<file path="src/rtl/ula_seq.sv">
// Sequential ALU: single-cycle logic/arithmetic/shift ops plus an N-cycle
// iterative shift-add multiplier, with registered result and status flags.
module ula_seq #(
  parameter int N = 8
) (
  input  logic           clk,
  input  logic           rst_n,
  input  logic           start,
  input  logic [N-1:0]   A,
  input  logic [N-1:0]   B,
  input  logic [3:0]     S,
  output logic [2*N-1:0] F,
  output logic           Z,
  output logic           C,
  output logic           V,
  output logic           E,
  output logic           busy,
  output logic           done
);

  localparam int SH = $clog2(N);
  localparam int CW = $clog2(N);

  localparam logic [3:0] OP_AND  = 4'b0000;
  localparam logic [3:0] OP_OR   = 4'b0001;
  localparam logic [3:0] OP_ADD  = 4'b0010;
  localparam logic [3:0] OP_NOTA = 4'b0011;
  localparam logic [3:0] OP_ANDN = 4'b0100;
  localparam logic [3:0] OP_ORN  = 4'b0101;
  localparam logic [3:0] OP_SUB  = 4'b0110;
  localparam logic [3:0] OP_SLT  = 4'b0111;
  localparam logic [3:0] OP_MUL  = 4'b1000;
  localparam logic [3:0] OP_SHL  = 4'b1001;
  localparam logic [3:0] OP_SHR  = 4'b1010;

  typedef enum logic {
    IDLE = 1'b0,
    MUL  = 1'b1
  } state_t;

  state_t state_reg, state_next;

  logic [2*N-1:0] f_reg, f_next;
  logic           z_reg, z_next;
  logic           c_reg, c_next;
  logic           v_reg, v_next;
  logic           e_reg, e_next;
  logic           busy_reg, busy_next;
  logic           done_reg, done_next;

  logic [2*N-1:0] mcand_reg, mcand_next;
  logic [2*N-1:0] acc_reg, acc_next;
  logic [N-1:0]   mplier_reg, mplier_next;
  logic [CW-1:0]  cnt_reg, cnt_next;

  logic [N:0]     sum;
  logic [N:0]     diff;
  logic [N-1:0]   shl_res;
  logic [N-1:0]   shr_res;
  logic [2*N-1:0] acc_sum;

  logic [2*N-1:0] alu_f;
  logic           alu_c;
  logic           alu_v;
  logic           alu_e;

  assign sum     = {1'b0, A} + {1'b0, B};
  assign diff    = {1'b0, A} - {1'b0, B};
  assign shl_res = A << B[SH-1:0];
  assign shr_res = A >> B[SH-1:0];
  assign acc_sum = acc_reg + (mplier_reg[0] ? mcand_reg : '0);

  // Single-cycle datapath; the MUL code is handled by the sequencer instead.
  always_comb begin
    alu_f = '0;
    alu_c = 1'b0;
    alu_v = 1'b0;
    alu_e = 1'b0;
    case (S)
      OP_AND:  alu_f = {{N{1'b0}}, A & B};
      OP_OR:   alu_f = {{N{1'b0}}, A | B};
      OP_ADD: begin
        alu_f = {{(N-1){1'b0}}, sum};
        alu_c = sum[N];
        alu_v = (A[N-1] == B[N-1]) && (sum[N-1] != A[N-1]);
      end
      OP_NOTA: alu_f = {{N{1'b0}}, ~A};
      OP_ANDN: alu_f = {{N{1'b0}}, A & ~B};
      OP_ORN:  alu_f = {{N{1'b0}}, A | ~B};
      OP_SUB: begin
        alu_f = {{N{1'b0}}, diff[N-1:0]};
        alu_c = diff[N];
        alu_v = (A[N-1] != B[N-1]) && (diff[N-1] != A[N-1]);
      end
      OP_SLT:  alu_f = {{(2*N-1){1'b0}}, (A < B)};
      OP_MUL:  alu_f = '0;
      OP_SHL:  alu_f = {{N{1'b0}}, shl_res};
      OP_SHR:  alu_f = {{N{1'b0}}, shr_res};
      default: alu_e = 1'b1;
    endcase
  end

  always_comb begin
    state_next  = state_reg;
    f_next      = f_reg;
    z_next      = z_reg;
    c_next      = c_reg;
    v_next      = v_reg;
    e_next      = e_reg;
    busy_next   = busy_reg;
    done_next   = 1'b0;
    mcand_next  = mcand_reg;
    acc_next    = acc_reg;
    mplier_next = mplier_reg;
    cnt_next    = cnt_reg;
    case (state_reg)
      IDLE: begin
        if (start) begin
          if (S == OP_MUL) begin
            mcand_next  = {{N{1'b0}}, A};
            mplier_next = B;
            acc_next    = '0;
            cnt_next    = '0;
            busy_next   = 1'b1;
            state_next  = MUL;
          end else begin
            f_next    = alu_f;
            z_next    = (alu_f == '0);
            c_next    = alu_c;
            v_next    = alu_v;
            e_next    = alu_e;
            done_next = 1'b1;
          end
        end
      end
      MUL: begin
        // One partial product per cycle; start is not looked at here.
        acc_next    = acc_sum;
        mcand_next  = mcand_reg << 1;
        mplier_next = mplier_reg >> 1;
        cnt_next    = cnt_reg + CW'(1);
        if (cnt_reg == CW'(N - 1)) begin
          f_next     = acc_sum;
          z_next     = (acc_sum == '0);
          c_next     = 1'b0;
          v_next     = 1'b0;
          e_next     = 1'b0;
          done_next  = 1'b1;
          busy_next  = 1'b0;
          state_next = IDLE;
        end
      end
      default: state_next = IDLE;
    endcase
  end

  always_ff @(posedge clk or negedge rst_n) begin
    if (!rst_n) begin
      state_reg  <= IDLE;
      f_reg      <= '0;
      z_reg      <= 1'b0;
      c_reg      <= 1'b0;
      v_reg      <= 1'b0;
      e_reg      <= 1'b0;
      busy_reg   <= 1'b0;
      done_reg   <= 1'b0;
      mcand_reg  <= '0;
      acc_reg    <= '0;
      mplier_reg <= '0;
      cnt_reg    <= '0;
    end else begin
      state_reg  <= state_next;
      f_reg      <= f_next;
      z_reg      <= z_next;
      c_reg      <= c_next;
      v_reg      <= v_next;
      e_reg      <= e_next;
      busy_reg   <= busy_next;
      done_reg   <= done_next;
      mcand_reg  <= mcand_next;
      acc_reg    <= acc_next;
      mplier_reg <= mplier_next;
      cnt_reg    <= cnt_next;
    end
  end

  assign F    = f_reg;
  assign Z    = z_reg;
  assign C    = c_reg;
  assign V    = v_reg;
  assign E    = e_reg;
  assign busy = busy_reg;
  assign done = done_reg;

endmodule

</file>
<file path="config.mk">
export PLATFORM = sky130hd
export DESIGN_NAME = ula_seq
export DESIGN_NICKNAME = d
export VERILOG_FILES = /design/src/rtl/ula_seq.sv
export SDC_FILE = /design/constraint.sdc
export NUM_CORES = 1
export LEC_CHECK = 0
export CAP_MARGIN = 0
export CORE_MARGIN = 2
export CORE_UTILIZATION = 42
export DETAILED_ROUTE_END_ITERATION = 10
export GPL_TIMING_DRIVEN = 0
export MAX_ROUTING_LAYER = met4
export PLACE_DENSITY_LB_ADDON = 0.3
export SYNTH_ARGS = -nofsm -noshare
export SYNTH_HDL_FRONTEND = slang
export SYNTH_SLANG_ARGS = --single-unit
</file>
<file path="constraint.sdc">
create_clock -name clk -period 7.7 [get_ports clk]
set_clock_uncertainty 0.2 [all_clocks]
set_input_delay 1.54 -clock clk [delete_from_list [all_inputs] [get_ports clk]]
set_output_delay 1.54 -clock clk [all_outputs]
set_load 0.05 [all_outputs]
</file>
==> impl_results.md <==
* Status: complete, no violations
* TritonCTS clock tree: yes
* Crit-path cells: clkdlybuf4s50_1 > buf_4 > inv_1 > ha_1 > nand2b_1 > a2111oi_2 > o31a_1 > nor4_1 > or4_1 > or4_1 > o31a_1 > o31ai_1
* Arithmetic-cell share of the synthesized area counting full adders, half adders and majority gates at 9.918%
* Insertion delay of the later-clocked pin in the worst-skew pair at 330 ps
* First-pass iteration count of the detailed router at 5
* Chip width at 116.5 um
* Minimum clock period after layout at approximately 5000 ps
* Maximum VDD drop at 142.1 uV
* Wirelength, routed at 15200 um
* Warnings from Yosys at 0
* Post-cts resize count at 0
* Buffers added on ports at 44
* Cells after synthesis at 637
* Slew @ Worst Pin at around 1200 ps
* Top fanout value on the critical path at 10
* Reg-to-Reg Start: mplier_reg[0]
* Worst Reg2Reg Path Length in Cells at 11
* Share of synthesized cell area in and, or, nand and nor gates at 20.24%
* Layout cell share with drive strength beyond 1 at under 10%
* Wirelength per Cell at 17.49 um
* Setup repair after global routing missed its margin: false
* Post-synthesis async set-or-reset flop share at 100.0%
* Tightest hold margin at 276.3 ps
* Synth Area in XOR/XNOR at 4.782%
* Antenna cell count at 0
* Worst Min Path Start: E
* Clock slew at reported path FFs at 50 ps
* Commonest non-fill, non-tap cells in the layout: 100 x sky130_fd_sc_hd__nand2_1, 66 x sky130_fd_sc_hd__dfrtp_1, 63 x sky130_fd_sc_hd__o21ai_0
* Synth cell types at between 70 and 80
* Crit Path Class: primary input to flop
* Final layout net count at roughly 750
* Most frequently used flop master after synthesis: sky130_fd_sc_hd__dfrtp_1
* Count of boundary I/O pins at 45
* Drc violations at 0
* Filler Cells Inserted at 1171
* Max-slew violations at 0
* Via count of the first global-routing pass at 4631
* Number of synthesized register bits at 66
* Number of buffers added for setup after CTS at 0
* Cts hold-fix bufs at 0
* Largest net degree at the start of global routing at 67
* Cell leakage power at around 2.8 nW
* Vias per Instance at 5.632
* Total GRT Usage at 23.84%
* Max-cap violations at 0
* Largest family of logic cells by synthesized area: compound AO/OA/AOI/OAI gates
* Number of DRC violations after detailed-routing iteration 0 at 545
* Max H-tree Level at 3
* Worst Setup End Kind: flop
* Net count of the mapped netlist at 697
* Clock Root Buffer: sky130_fd_sc_hd__clkbuf_16
* Post-layout utilization of the core at 50.56%
* Maximum achievable frequency at about 0.20 GHz
* Area of the mapped netlist at 5311 um2
* Routed via count at 4894
* Die height at 116.5 um
* Startpoint type of the worst setup path: primary input
* Synthesized area per cell at roughly 8.3 um2
* R2r setup slk at between 4000 and 5000 ps
* Part of the cycle the worst path needs at 66.47%
* Final Wtd Congestion at 0.9433
* Fraction of synthesized area in multiplexers at 6.431%
* CTS Buffer Depth at 2
* Path class of the lowest-slack min-delay path: flop to flop
* Number of flops mapped to enable cells by yosys at 0
* # setup viols final at 0
* CTS Buf Count at 9
* Grt ovf at 0
* Initial Utilization at around 43%
* Worst setup endpoint: Z
* Cell area power density at 289.9 nW/um2
* Count of placed standard cells in the final layout, fillers left out at 869
* Number of standard-cell rows in the floorplan at slightly above 40
* Total core area at roughly 12000 um2
* Number of instances in the placed design at 853
* Headroom to the max-slew limit at 17.85%
* Post-DRT Antenna Nets at 0
* Delay of the slowest cell on the worst path at roughly 540 ps
* Antenna violations before repair at 0
* Worst endpoint required time at 7730 ps
* Arr. time, crit path at between 5000 and 6000 ps
* Final TNS setup at 0 ps
* Area fraction in compound gates after synthesis at 21.63%
* Area overhead of the layout relative to synthesis at 18.66%
* RR Endpoint: acc_reg[14]
* Fin. Hold Viols at 0
* CP Launch Point: B[1]
* Portion of the post-synthesis area used by sequential elements at 31.10%
* Most common cell after layout, fill and taps aside: sky130_fd_sc_hd__nand2_1
* Master of the slowest instance on the critical path: sky130_fd_sc_hd__a2111oi_2
* Clock net sink count at 66
* First-pass GRT wire length at around 24000 um
* HPWL after detailed placement at roughly 12000 um
* Die Footprint at 13560 um2
==> metrics by stage <==
| stage | power [mW] | worst slack [ps] | instance area (um2) |
|---|---|---|---|
| 6_report | 1.827 | 2582 | 6302 |
| 5_1_grt | 1.945 | 2399 | 6302 |
| 4_1_cts | 1.829 | 2599 | 6302 |
| 3_5_place_dp | 1.364 | 2266 | 5964 |
| 3_3_place_gp | 1.344 | 2318 | 5967 |
| 2_1_floorplan | 1.094 | 3246 | 5311 |
==> cell type report <==
class	instances	area [um2]	share of cell area [%]
buffer	42	201.4	3.196
multi-input combinational	499	3346	53.09
clock buffer	11	252.7	4.010
clock inverter	5	85.08	1.350
sequential	66	1652	26.21
timing repair buffer	44	437.9	6.949
inverter	30	112.6	1.787
tap	172	215.2	3.415
==> Yosys cell counts, types with 13 or more instances <==
library cell	count	area, um2
sky130_fd_sc_hd__dfrtp_1	66	1652
sky130_fd_sc_hd__nor2_1	40	150.1
sky130_fd_sc_hd__o21ai_0	63	315.3
sky130_fd_sc_hd__inv_1	27	101.4
sky130_fd_sc_hd__and2_1	20	125.1
sky130_fd_sc_hd__ha_1	34	425.4
sky130_fd_sc_hd__xnor2_1	13	113.9
sky130_fd_sc_hd__clkbuf_1	25	93.84
sky130_fd_sc_hd__nand2_1	100	375.4
sky130_fd_sc_hd__mux2i_1	15	150.1
sky130_fd_sc_hd__xor2_1	16	140.1
sky130_fd_sc_hd__a21oi_1	46	230.2
==> kinds of logic (layout without fill, tap and decap cells) <==
logic type	after synthesis	count (layout)
and+or+nand+nor	225	225
AOI/OAI and AO/OA	180	180
buffers and inverters	72	132
DFF	66	66
adders and majority gates	41	41
xor gates and xnor gates	29	29
muxes	24	24
==> worst max-delay path, delay by kind of cell <==
family,cells,cell delay (ps)
buf+inv,3,980
fa+ha+maj,1,330
compound gates,4,1120
simple gates,4,1190
==> power by group <==
part           switching, mW  internal [mW]  leakage (nW)
Combinational          0.536          0.279          1.75
Clock                  0.157          0.303         0.162
Sequential            0.0819          0.470         0.871
==> worst min path at each step <==
stage / end / slack [ps] / depth (start not counted)
after global routing: acc_reg[11] / 320 / 2
after global placement: F[13] / 260 / 2
after CTS: E / 280 / 2
final: E / 280 / 2
after floorplan: acc_reg[9] / 250 / 2
after detailed placement: E / 270 / 2
==> metal layers <==
| metal | up-vias | track usage, % | share of wire [%] | routed length, um |
|---|---|---|---|---|
| met5 | - | - | 0 | 0 |
| met4 | 0 | 5.952 | 1.7 | 262 |
| met3 | 22 | 3.477 | 5.6 | 852 |
| met2 | 154 | 35.08 | 45 | 6812 |
| met1 | 2343 | 34.59 | 48 | 7270 |
| li1 | 2375 | - | - | - |
Power figures use the tool's default switching activity.
